<file path="src/rtl/click_classifier_pkg.sv">
// Shared types and helpers for the click classifier.
//   - state_e     : FSM state encoding (ST_IDLE / ST_COUNT)
//   - EVT_TOTAL_W : width of the optional event statistics counter
//   - clog2       : ceiling log2, used for the click-count and timer widths
package click_classifier_pkg;

    localparam int unsigned EVT_TOTAL_W = 16;

    typedef enum logic {
        ST_IDLE  = 1'b0,
        ST_COUNT = 1'b1
    } state_e;

    // Smallest r such that 2**r >= v (returns 0 for v <= 1).
    function automatic int unsigned clog2(input int unsigned v);
        int unsigned r;
        r = 0;
        for (int i = 0; i < 32; i++) begin
            if ((64'(1) << i) < 64'(v)) begin
                r = r + 1;
            end
        end
        return r;
    endfunction

endpackage

</file>
<file path="src/rtl/click_classifier_window_timer.sv">
// Inter-click window counter.
//   clk, rst_n   : clock, async active-low reset
//   restart_i    : clear the count to zero (has priority)
//   enable_i     : advance the count by one
//   terminal_c_o : combinational flag, count == TERMINAL
// The count parks at TERMINAL, so it can never wrap.
module window_timer #(
    parameter int unsigned WIDTH    = 8,
    parameter int unsigned TERMINAL = 255
) (
    input  logic clk,
    input  logic rst_n,
    input  logic restart_i,
    input  logic enable_i,
    output logic terminal_c_o
);

    logic [WIDTH-1:0] count_q;

    assign terminal_c_o = (count_q == WIDTH'(TERMINAL));

    // Restartable up-counter.
    always_ff @(posedge clk or negedge rst_n) begin
        if (!rst_n) begin
            count_q <= '0;
        end else if (restart_i) begin
            count_q <= '0;
        end else if (enable_i && !terminal_c_o) begin
            count_q <= count_q + WIDTH'(1);
        end
    end

endmodule

</file>
<file path="src/rtl/click_classifier.sv">
// Groups debounced press pulses into bursts and reports one event per burst.
// A burst ends when no new press arrives within WINDOW_CYCLES.
//   clk, rst_n    : clock, async active-low reset
//   press_pulse   : debounced press (a multi-cycle high counts once)
//   evt_valid     : one-cycle pulse, burst finished
//   evt_clicks    : clicks in the finished burst (saturates at MAX_CLICKS), held
//   evt_overflow  : burst exceeded MAX_CLICKS, held
//   busy          : burst in progress (combinational from the state register)
//   evt_total     : saturating count of emitted events
//                   (present only when CLICK_CLASSIFIER_STATS_EN is defined)
import click_classifier_pkg::*;

module click_classifier #(
    parameter int unsigned WINDOW_CYCLES = 5000000,
    parameter int unsigned MAX_CLICKS    = 3
) (
    input  logic                                clk,
    input  logic                                rst_n,
    input  logic                                press_pulse,
    output logic                                evt_valid,
    output logic [clog2(MAX_CLICKS + 1)-1:0]    evt_clicks,
    output logic                                evt_overflow,
    output logic                                busy
`ifdef CLICK_CLASSIFIER_STATS_EN
    ,
    output logic [EVT_TOTAL_W-1:0]              evt_total
`endif
);

    localparam int unsigned CNT_W   = clog2(MAX_CLICKS + 1);
    localparam int unsigned TIMER_W = clog2(WINDOW_CYCLES);

    state_e             state_q;
    logic               prev_q;
    logic [CNT_W-1:0]   clicks_q;
    logic               ovf_q;
    logic               evt_valid_q;
    logic [CNT_W-1:0]   evt_clicks_q;
    logic               evt_overflow_q;

    logic               press_c;
    logic               tmr_term_c;
    logic               expire_c;
    logic               tmr_restart_c;

    // Rising-edge detect so a held press is only counted once.
    assign press_c  = press_pulse & ~prev_q;
    // A press on the terminal cycle wins: the window restarts instead.
    assign expire_c = (state_q == ST_COUNT) & tmr_term_c & ~press_c;
    assign tmr_restart_c = press_c | expire_c | (state_q == ST_IDLE);

    assign busy         = (state_q == ST_COUNT);
    assign evt_valid    = evt_valid_q;
    assign evt_clicks   = evt_clicks_q;
    assign evt_overflow = evt_overflow_q;

    window_timer #(
        .WIDTH    (TIMER_W),
        .TERMINAL (WINDOW_CYCLES - 1)
    ) u_timer (
        .clk          (clk),
        .rst_n        (rst_n),
        .restart_i    (tmr_restart_c),
        .enable_i     (state_q == ST_COUNT),
        .terminal_c_o (tmr_term_c)
    );

    // Burst FSM, click/overflow tracking and registered event outputs.
    always_ff @(posedge clk or negedge rst_n) begin
        if (!rst_n) begin
            state_q        <= ST_IDLE;
            prev_q         <= 1'b0;
            clicks_q       <= '0;
            ovf_q          <= 1'b0;
            evt_valid_q    <= 1'b0;
            evt_clicks_q   <= '0;
            evt_overflow_q <= 1'b0;
        end else begin
            prev_q      <= press_pulse;
            evt_valid_q <= 1'b0;
            if (state_q == ST_IDLE) begin
                if (press_c) begin
                    state_q  <= ST_COUNT;
                    clicks_q <= CNT_W'(1);
                    ovf_q    <= 1'b0;
                end
            end else begin
                if (press_c) begin
                    if (clicks_q < CNT_W'(MAX_CLICKS)) begin
                        clicks_q <= clicks_q + CNT_W'(1);
                    end else begin
                        ovf_q <= 1'b1;
                    end
                end else if (expire_c) begin
                    evt_valid_q    <= 1'b1;
                    evt_clicks_q   <= clicks_q;
                    evt_overflow_q <= ovf_q;
                    state_q        <= ST_IDLE;
                end
            end
        end
    end

`ifdef CLICK_CLASSIFIER_STATS_EN
    logic [EVT_TOTAL_W-1:0] evt_total_q;

    assign evt_total = evt_total_q;

    // Saturating count of emitted events.
    always_ff @(posedge clk or negedge rst_n) begin
        if (!rst_n) begin
            evt_total_q <= '0;
        end else if (expire_c && (evt_total_q != {EVT_TOTAL_W{1'b1}})) begin
            evt_total_q <= evt_total_q + EVT_TOTAL_W'(1);
        end
    end
`endif

endmodule

</file>
<file path="config.mk">
export PLATFORM = sky130hd
export DESIGN_NAME = click_classifier
export DESIGN_NICKNAME = d
export VERILOG_FILES = /design/src/rtl/click_classifier_pkg.sv /design/src/rtl/click_classifier_window_timer.sv /design/src/rtl/click_classifier.sv
export SDC_FILE = /design/constraint.sdc
export NUM_CORES = 1
export LEC_CHECK = 0
export BUFFER_PORTS_ARGS = -buffer_cell sky130_fd_sc_hd__buf_4
export CORE_UTILIZATION = 40
export DETAILED_ROUTE_END_ITERATION = 10
export HOLD_SLACK_MARGIN = 0.06
export PLACE_DENSITY_LB_ADDON = 0.05
export SYNTH_ARGS = -nofsm -noshare
export SYNTH_HDL_FRONTEND = slang
export SYNTH_SLANG_ARGS = --single-unit
export TNS_END_PERCENT = 30
</file>
<file path="constraint.sdc">
create_clock -name clk -period 2.03 [get_ports clk]
set_input_delay 0.406 -clock clk [delete_from_list [all_inputs] [get_ports clk]]
set_output_delay 0.406 -clock clk [all_outputs]
set_load 0.05 [all_outputs]
</file>
==> results.json, run 1 <==
{
  "crit_fanout": 3,
  "synth_fp_nets": 162,
  "grt_antenna_before_repair": 0,
  "worstMarginPinSlew_ns": 0.541,
  "synthCells": 157,
  "min_period_ns": 2.05,
  "clock_sinks": 32,
  "clk_latency_ns": 0.29,
  "maxSlewHeadroom_pct": 63.6,
  "grt_pass1_wl_um": 5760,
  "final_layout_size_suffix_gt1_share_pct": 24.2,
  "pwr-share-seq_pct": 48.5,
  "die_w_um": 64.7,
  "ant_nets": 0,
  "fin_util_pct": 52.4,
  "violations": "negative setup slack",
  "place_area_um2": 1770,
  "setup_viol": 10,
  "port-buffer-count": 7,
  "tritoncts": "done",
  "cp.arrival_ns": 2.23,
  "die_h_um": 64.7,
  "routedWlPerCell_um": 14.0,
  "fin_nets": 190,
  "final_cell_area_um2": 1950,
  "grt_max_degree": 33,
  "row_count": 22,
  "totalNegativeSetupSlack_ns": -0.0828,
  "grt_pass1_vias": 1323,
  "drt_iter0_drc": 66,
  "via_count": 1262,
  "synth_area_per_cell_um2": 10.0,
  "core_um2": 3720,
  "final_cells": 234,
  "die-area_um2": 4180,
  "ys_ff_latch": 32,
  "clock_path_buffers": 2,
  "syn_area_um2": 1570,
  "grt_use_total_pct": 18.0,
  "cts_root_buf": "clkbuf_8",
  "p_per_area_nw_per_um2": 799,
  "overflow": 0,
  "place_congestion": 0.821,
  "p_int_mw": 1.16,
  "wirelength_um": 3270,
  "combPwrFrac_pct": 12.0,
  "worstHoldPathType": "primary input to register",
  "vdd_drop_max_mv": 0.506,
  "p_clk_share_pct": 39.5,
  "drv_slew": 0,
  "drtPass1Iterations": 4,
  "finClkSkew_ns": 0.00976,
  "leakage_nw": 0.790,
  "seq_area_frac_synth_pct": 51.0,
  "status": "complete, but fails checks",
  "p_sw_share_pct": 25.8,
  "clk_pin_slew_ns": 0.08,
  "start_util_pct": 42.3,
  "yosys_warnings": 0,
  "ctsHtreeMaxLevel": 2,
  "maxCapViolCount": 0,
  "area_growth_pct": 24.1,
  "avgViaCountPerCell": 5.39,
  "rsz0062_at_grt": "true",
  "fmaxAchievable_mhz": 488,
  "netSwitchingPower_mw": 0.401,
  "report.power.total_mw": 1.56,
  "io_pins": 8,
  "cts_made_buffers": 5,
  "num_antenna_cells": 0,
  "crit_type": "register to register",
  "hold_violations": 0,
  "cp.required_ns": 2.21,
  "final_common_cell": "dfrtp_1",
  "final_cell_mix": "32 x dfrtp_1, 19 x buf_4, 18 x nor2_1",
  "drc_errors": 0,
  "fin_ws_ns": -0.0187,
  "yosysUniqueCellTypes": 31,
  "dp_hpwl_um": 2300,
  "critPathLaunchType": "register",
  "end_kind": "register",
  "dp.cells": 223,
  "finalCritPeriodShare_pct": 101
}
## worst paths after layout
path                                      from                 end  slack, ns  cells past startpoint
min                                press_pulse              prev_q       0.24                      1
min in group asynchronous                rst_n        evt_overflow       0.59                      2
max                        u_timer.count_q[12]        evt_overflow      -0.02                      4
max in group asynchronous                rst_n  u_timer.count_q[8]       1.14                      2
max reg2reg                u_timer.count_q[12]        evt_overflow      -0.02                      4
min reg2reg                      evt_clicks[0]       evt_clicks[0]       0.52                      1
## final cells by class
class                      count  area [um^2]
tap                           48         60.1
multi-input combinational    117          759
fill                         355         1770
clock buffer                   5         68.8
sequential                    32          801
inverter                       5         18.8
clock inverter                 3         42.5
timing repair buffer          24          198
## sequential cells by signal (all words and copies together), names as in the netlist
name and flops:
u_timer.count_q 23, clicks_q 2, evt_clicks 2, busy 1, evt_overflow 1, evt_valid 1, ovf_q 1, prev_q 1
## per-layer routing
metal / part of all wire, % / vias up / GRT usage [%]
li1: - / 624 / -
met1: 48 / 621 / 23.0
met2: 49 / 14 / 30.1
met3: 2.4 / 3 / 4.75
met4: 0.70 / 0 / 4.72
met5: 0 / - / 0
## timing repair
item                                    CTS  global route
hold buffers                              1             0
buffers inserted                          0             1
pin swaps                                 0             1
hold endpoints to repair                 11             0
cloned                                    0             1
endpoints found under the setup margin   17            26
gates resized for setup                   1            12
## cells in the mapped netlist, drive strengths merged
library cell	n	share of area, %
a32o	1	0.64
or3	9	3.6
nand4	4	1.6
and2	2	0.80
dfrtp	32	51
clkbuf	1	0.32
inv	5	1.2
buf	2	0.96
or4b	1	0.64
o21ai	9	3.1
xor2	3	1.7
nor4	2	0.80
nand3	9	3.7
nand2b	1	0.40
nor3	2	0.64
a21oi	13	4.1
or4	8	4.1
and4	1	0.56
nor4b	1	0.56
nor2	19	4.5
xnor2	7	3.9
nand2	12	2.9
ha	2	1.6
nor2b	1	0.40
and3	1	0.40
nor3b	1	1.2
o31ai	4	1.9
mux2	4	2.9
## power by group through the flow
stage               combinational, mW  clock (mW)  sequential (mW)
global placement                0.170           0            0.765
finish                          0.187       0.614            0.755
detailed placement              0.180           0            0.768
global route                    0.225       0.654            0.767
floorplan                       0.126           0            0.754
CTS                             0.182       0.631            0.756
## cell families (layout without fill, tap and decap cells)
| group | after synthesis | count (layout) | synth area share, % |
|---|---|---|---|
| muxes | 4 | 4 | 2.87 |
| AOI/OAI and AO/OA | 27 | 27 | 9.80 |
| DFF | 32 | 32 | 51.0 |
| xor gates and xnor gates | 10 | 10 | 5.58 |
| buffers and inverters | 8 | 37 | 2.47 |
| and+or+nand+nor | 74 | 74 | 26.7 |
| adders and majority gates | 2 | 2 | 1.59 |
## worst max-delay path, cell delays in order (launching register included)
cell	delay, ns
dfrtp_1	0.38
or4b_1	0.49
or4_4	0.47
nor3b_4	0.24
mux2_2	0.36
## through the flow
step,setup slack (ns),hold slack (ns)
finish,-0.0187,0.235
global route,-0.100,0.224
CTS,-0.0243,0.229
detailed placement,-0.0244,0.372
global placement,0.00422,0.365
floorplan,-0.0312,0.110
No activity file was read; power rests on OpenSTA's default activity.
==> run 2: changes to the inputs <==
- CORE_UTILIZATION: 40 -> 53
==> run 2 against run 1 <==
The run still ends with negative setup slack left. Cell count shrank 7.3%. Wire length shrank 2.7%. Largest power group unchanged. Hold slack worse by 0.045 ns. First-iteration DRC count fell by 56%. Critical path type unchanged.
==> results.json, run 2 (same netlist as run 1, synthesis figures left out) <==
{
  "status": "complete, but fails checks",
  "violations": "negative setup slack",
  "final_cell_mix": "32 x dfrtp_1, 20 x buf_4, 19 x nor2_1",
  "path_cells": "or4b_4, or4_4, nor3b_4, mux2_2",
  "globalRouteMet2Util_pct": 33.9,
  "grt_pass1_vias": 1256,
  "rrSetupSlack_ns": -0.06,
  "final_layout_size_suffix_gt1_share_pct": 22.6,
  "end_kind": "register",
  "fmaxAchievable_mhz": 479,
  "ant_nets": 0,
  "seqCellArea_um2": 801,
  "num_antenna_cells": 0,
  "place_area_um2": 1750,
  "drc_errors": 0,
  "drt_iter0_drc": 29,
  "worstHoldPathType": "primary input to register",
  "ctsHtreeMaxLevel": 2,
  "drtPass1Iterations": 4,
  "cts_made_buffers": 5,
  "min_period_ns": 2.09,
  "via_count": 1278,
  "grt_antenna_before_repair": 0,
  "critPathTopFamily": "simple AND/OR/NAND/NOR gates",
  "holdPathEnd": "prev_q",
  "clk_pin_slew_ns": 0.09,
  "routedWlPerCell_um": 14.7,
  "fin_ws_ns": -0.0568,
  "rsz0062_at_grt": "true",
  "final_common_cell": "dfrtp_1",
  "worst-path-buf-inv": 0,
  "dp_hpwl_um": 2250,
  "grt_use_total_pct": 22.3,
  "clock_path_buffers": 2,
  "crit_fanout": 3,
  "busiest_layer": "met2",
  "cpPeakStageDelay_ns": 0.53,
  "holdPathStages": 1,
  "finClkSkew_ns": 0.00593,
  "hp-start": "press_pulse",
  "leakage_nw": 0.781,
  "grt_util_met3_pct": 6.45,
  "worstMarginPinSlew_ns": 0.521,
  "setup_viol": 26,
  "maxCapViolCount": 0,
  "avgViaCountPerCell": 5.89,
  "start_util_pct": 56.5,
  "die_h_um": 56.4,
  "r2r-start": "u_timer.count_q[13]",
  "die-area_um2": 3180,
  "clock_sinks": 32,
  "registers.top_by_ff_count": "u_timer.count_q",
  "worst_path_max_delay_cell": "or4b_4",
  "vdd_drop_max_mv": 0.705,
  "wirelength_um": 3190,
  "io_pins": 8,
  "r2r-end": "evt_overflow",
  "area_growth_pct": 19.7,
  "cp.required_ns": 2.25,
  "critPathLaunchType": "register",
  "crit_type": "register to register",
  "grt_pass1_wl_um": 5460,
  "p_per_area_nw_per_um2": 720,
  "multi_input_area_um2": 751,
  "final_cell_area_um2": 1880,
  "overflow": 0,
  "reg2reg_depth": 4,
  "clk_latency_ns": 0.33,
  "core_um2": 2780,
  "die_w_um": 56.4,
  "port-buffer-count": 7,
  "maxSlewHeadroom_pct": 64.9,
  "place_congestion": 0.784,
  "grt_max_degree": 33,
  "tritoncts": "done",
  "cts_root_buf": "clkbuf_4",
  "cp.arrival_ns": 2.31,
  "finalCritPeriodShare_pct": 103,
  "grt_util_met1_pct": 29.7,
  "drv_slew": 0,
  "hold_violations": 0,
  "fillers": 204,
  "row_count": 19,
  "fin_nets": 191,
  "whs_ns": 0.190,
  "largest_reg_flops": 23,
  "post-cts-setup-buffer-count": 0
}
run 2: cell types whose count changed in the layout (fill, tap and decap cells not counted), sizes merged:
cell,change
bufinv,-1
buf,+1
clkinvlp,-1
clkbuf,+2
clkinv,-1
run 2: layout make-up:
| type | instances | area share [%] |
|---|---|---|
| inverter | 5 | 0.999 |
| timing repair buffer | 25 | 10.9 |
| sequential | 32 | 42.6 |
| tap | 31 | 2.06 |
| clock buffer | 7 | 3.46 |
| multi-input combinational | 117 | 39.9 |
run 2: stage by stage:
step                      utilization (%)  worst slack, ns  cells  power, mW  TNS (ns)
after floorplan                         -          -0.0312    157      0.880   -0.0937
after global placement               63.1           0.0122    207      0.934         0
after detailed placement             63.1          -0.0481    207      0.964    -0.157
after CTS                            66.7          -0.0562    216       1.37    -0.901
after global routing                 67.6           -0.108    217       1.42     -2.21
final                                67.6          -0.0568    217       1.35    -0.713
run 2: layer usage:
metal	vias to the layer above	routed length, um
met2	29	1530
li1	629	-
met5	-	0
met4	0	51
met1	613	1480
met3	7	117
run 2: worst max-delay path by stage:
| stage | from | endpoint | cells past startpoint |
|---|---|---|---|
| floorplan | u_timer.count_q[13] | evt_clicks[0] | 4 |
| global placement | u_timer.count_q[13] | evt_clicks[1] | 4 |
| detailed placement | u_timer.count_q[13] | evt_overflow | 4 |
| CTS | u_timer.count_q[13] | evt_overflow | 4 |
| global route | u_timer.count_q[13] | evt_overflow | 4 |
| finish | u_timer.count_q[13] | evt_overflow | 4 |
run 2: where the power goes:
| part | total (mW) | internal (mW) | switching, mW | leakage [nW] |
|---|---|---|---|---|
| sequential | 0.754 | 0.697 | 0.0571 | 0.427 |
| combinational | 0.202 | 0.100 | 0.102 | 0.317 |
| clock | 0.397 | 0.196 | 0.201 | 0.0374 |
run 2: timing repair:
action                                 CTS  global route
endpoints found under the hold margin   32             0
pin swaps                                0             1
setup endpoints to repair               20            27
hold buffers                             1             0
resized for setup                        4             7
cloned                                   1             1
==> run 3: changes to the inputs <==
- clock period: 2.03 -> 1.7 ns (I/O delays scaled with it)
==> run 3 against run 2 <==
The flow still finishes with violations (negative setup slack). Wire length increased by 4.0%. Highest routed layer unchanged. Register-to-register slack got worse by 0.34 ns. Largest power group unchanged. Critical endpoint unchanged. Maximum frequency decreased by 0.27%. Cell area increased by 5.0%. Utilization increased by 3.4 points. Global-route usage increased by 0.82 points.
==> results.json, run 3 (same netlist as run 1, synthesis figures left out) <==
{
  "registers.top_by_ff_count": "u_timer.count_q",
  "clock_sinks": 32,
  "path_cells": "or4b_1, or4_4, nor3b_4, mux2_2",
  "violations": "negative setup slack",
  "vdd_drop_max_mv": 0.961,
  "overflow": 0,
  "area_growth_pct": 25.7,
  "dp_hpwl_um": 2330,
  "die_h_um": 56.4,
  "largest_reg_flops": 23,
  "min_period_ns": 2.09,
  "start_util_pct": 56.5,
  "tritoncts": "done",
  "core_um2": 2780,
  "cts_made_buffers": 5,
  "report.power.total_mw": 1.65,
  "finalCritPeriodShare_pct": 123,
  "crit_fanout": 3,
  "cp.arrival_ns": 2.32,
  "fin_ws_ns": -0.393,
  "clk_latency_ns": 0.34,
  "worstHoldPathType": "primary input to register",
  "grt_use_total_pct": 23.2,
  "maxCapViolCount": 0,
  "io_pins": 8,
  "num_antenna_cells": 0,
  "dp.cells": 221,
  "rsz0062_at_grt": "true",
  "drtPass1Iterations": 5,
  "status": "complete, but fails checks",
  "place_area_um2": 1860,
  "row_count": 19,
  "grt_pass1_wl_um": 5670,
  "cts_root_buf": "clkbuf_4",
  "port-buffer-count": 7,
  "worst_path_max_delay_cell": "or4b_1",
  "critPathTopFamily": "simple AND/OR/NAND/NOR gates",
  "die_w_um": 56.4,
  "worstMarginPinSlew_ns": 0.402,
  "routedWlPerCell_um": 14.4,
  "avgViaCountPerCell": 5.87,
  "cpPeakStageDelay_ns": 0.52,
  "final_layout_size_suffix_gt1_share_pct": 28.1,
  "final_cells": 230,
  "critPathLaunchType": "register",
  "fin_nets": 204,
  "setup_viol": 28,
  "drt_iter0_drc": 60,
  "grt_max_degree": 33,
  "clk_pin_slew_ns": 0.11,
  "leakage_nw": 0.843,
  "hold_violations": 0,
  "place_congestion": 0.787,
  "dp_slack_ns": -0.370,
  "post-cts-setup-buffer-count": 0,
  "fmaxAchievable_mhz": 478,
  "drv_slew": 0,
  "finClkSkew_ns": 0.0157,
  "wirelength_um": 3310,
  "ant_nets": 0,
  "crit_type": "register to register",
  "cp.required_ns": 1.92,
  "final_common_cell": "buf_4",
  "clock_path_buffers": 2,
  "grt_pass1_vias": 1279,
  "via_count": 1350,
  "p_per_area_nw_per_um2": 839,
  "final_cell_area_um2": 1970,
  "maxSlewHeadroom_pct": 73.2,
  "drc_errors": 0,
  "end_kind": "register",
  "final_cell_mix": "34 x buf_4, 32 x dfrtp_1, 19 x nor2_1",
  "worst-path-buf-inv": 0,
  "ctsHtreeMaxLevel": 2,
  "grt_antenna_before_repair": 0,
  "die-area_um2": 3180
}
-- run 3: cell types whose count changed in the layout (fill, tap and decap cells not counted), sizes merged --
| cell | delta |
|---|---|
| buf | +13 |
-- run 3: repair_timing --
action	4_1_cts	5_1_grt
endpoints found under the hold margin	32	0
hold buffers	1	0
setup endpoints to repair	28	28
pin swaps	1	0
gates cloned	1	0
resized for setup	6	2
-- run 3: final timing paths --
kind	cells after the start	slack [ns]	start	to
worst max-delay path	4	-0.39	u_timer.count_q[13]	evt_overflow
worst min-delay path	1	0.13	press_pulse	prev_q
worst max register to register	4	-0.39	u_timer.count_q[13]	evt_overflow
worst min register to register	1	0.52	evt_clicks[0]	evt_clicks[0]
max in group asynchronous	2	0.93	rst_n	clicks_q[1]
min in group asynchronous	2	0.47	rst_n	u_timer.count_q[18]
-- run 3: cell type report --
type,count,area [um^2]
Clock buffer,7,65.1
Fill cell,211,808
Inverter,5,18.8
Multi-Input combinational cell,117,751
Sequential cell,32,801
Tap cell,31,38.8
Timing Repair Buffer,38,299
-- run 3: worst reg2reg max path, cell delays in order (launching register included) --
cell and delay, ns:
dfrtp_1 0.39, or4b_1 0.52, or4_4 0.46, nor3b_4 0.24, mux2_2 0.36
-- run 3: metal layers --
layer | wire [um] | track usage (%) | up-vias
li1 | - | - | 650
met2 | 1630 | 37.3 | 44
met3 | 187 | 6.91 | 5
met5 | 0 | 0 | -
met4 | 44 | 6.97 | 0
met1 | 1450 | 30.1 | 651
-- run 3: where the power goes --
group / leakage (nW) / internal, mW / total [mW] / switching, mW
clock: 0.0374 / 0.234 / 0.492 / 0.258
combinational: 0.379 / 0.140 / 0.272 / 0.132
sequential: 0.427 / 0.833 / 0.891 / 0.0584
total: 0.843 / 1.21 / 1.65 / 0.448
-- run 3: per-stage QoR --
step | hold WS, ns | utilization [%] | setup TNS, ns
6_report | 0.125 | 70.9 | -9.44
5_1_grt | 0.110 | 70.9 | -10.75
4_1_cts | 0.117 | 70.7 | -9.19
3_5_place_dp | 0.300 | 67.0 | -8.78
3_3_place_gp | 0.294 | 67.0 | -7.18
2_1_floorplan | 0.0444 | - | -5.88
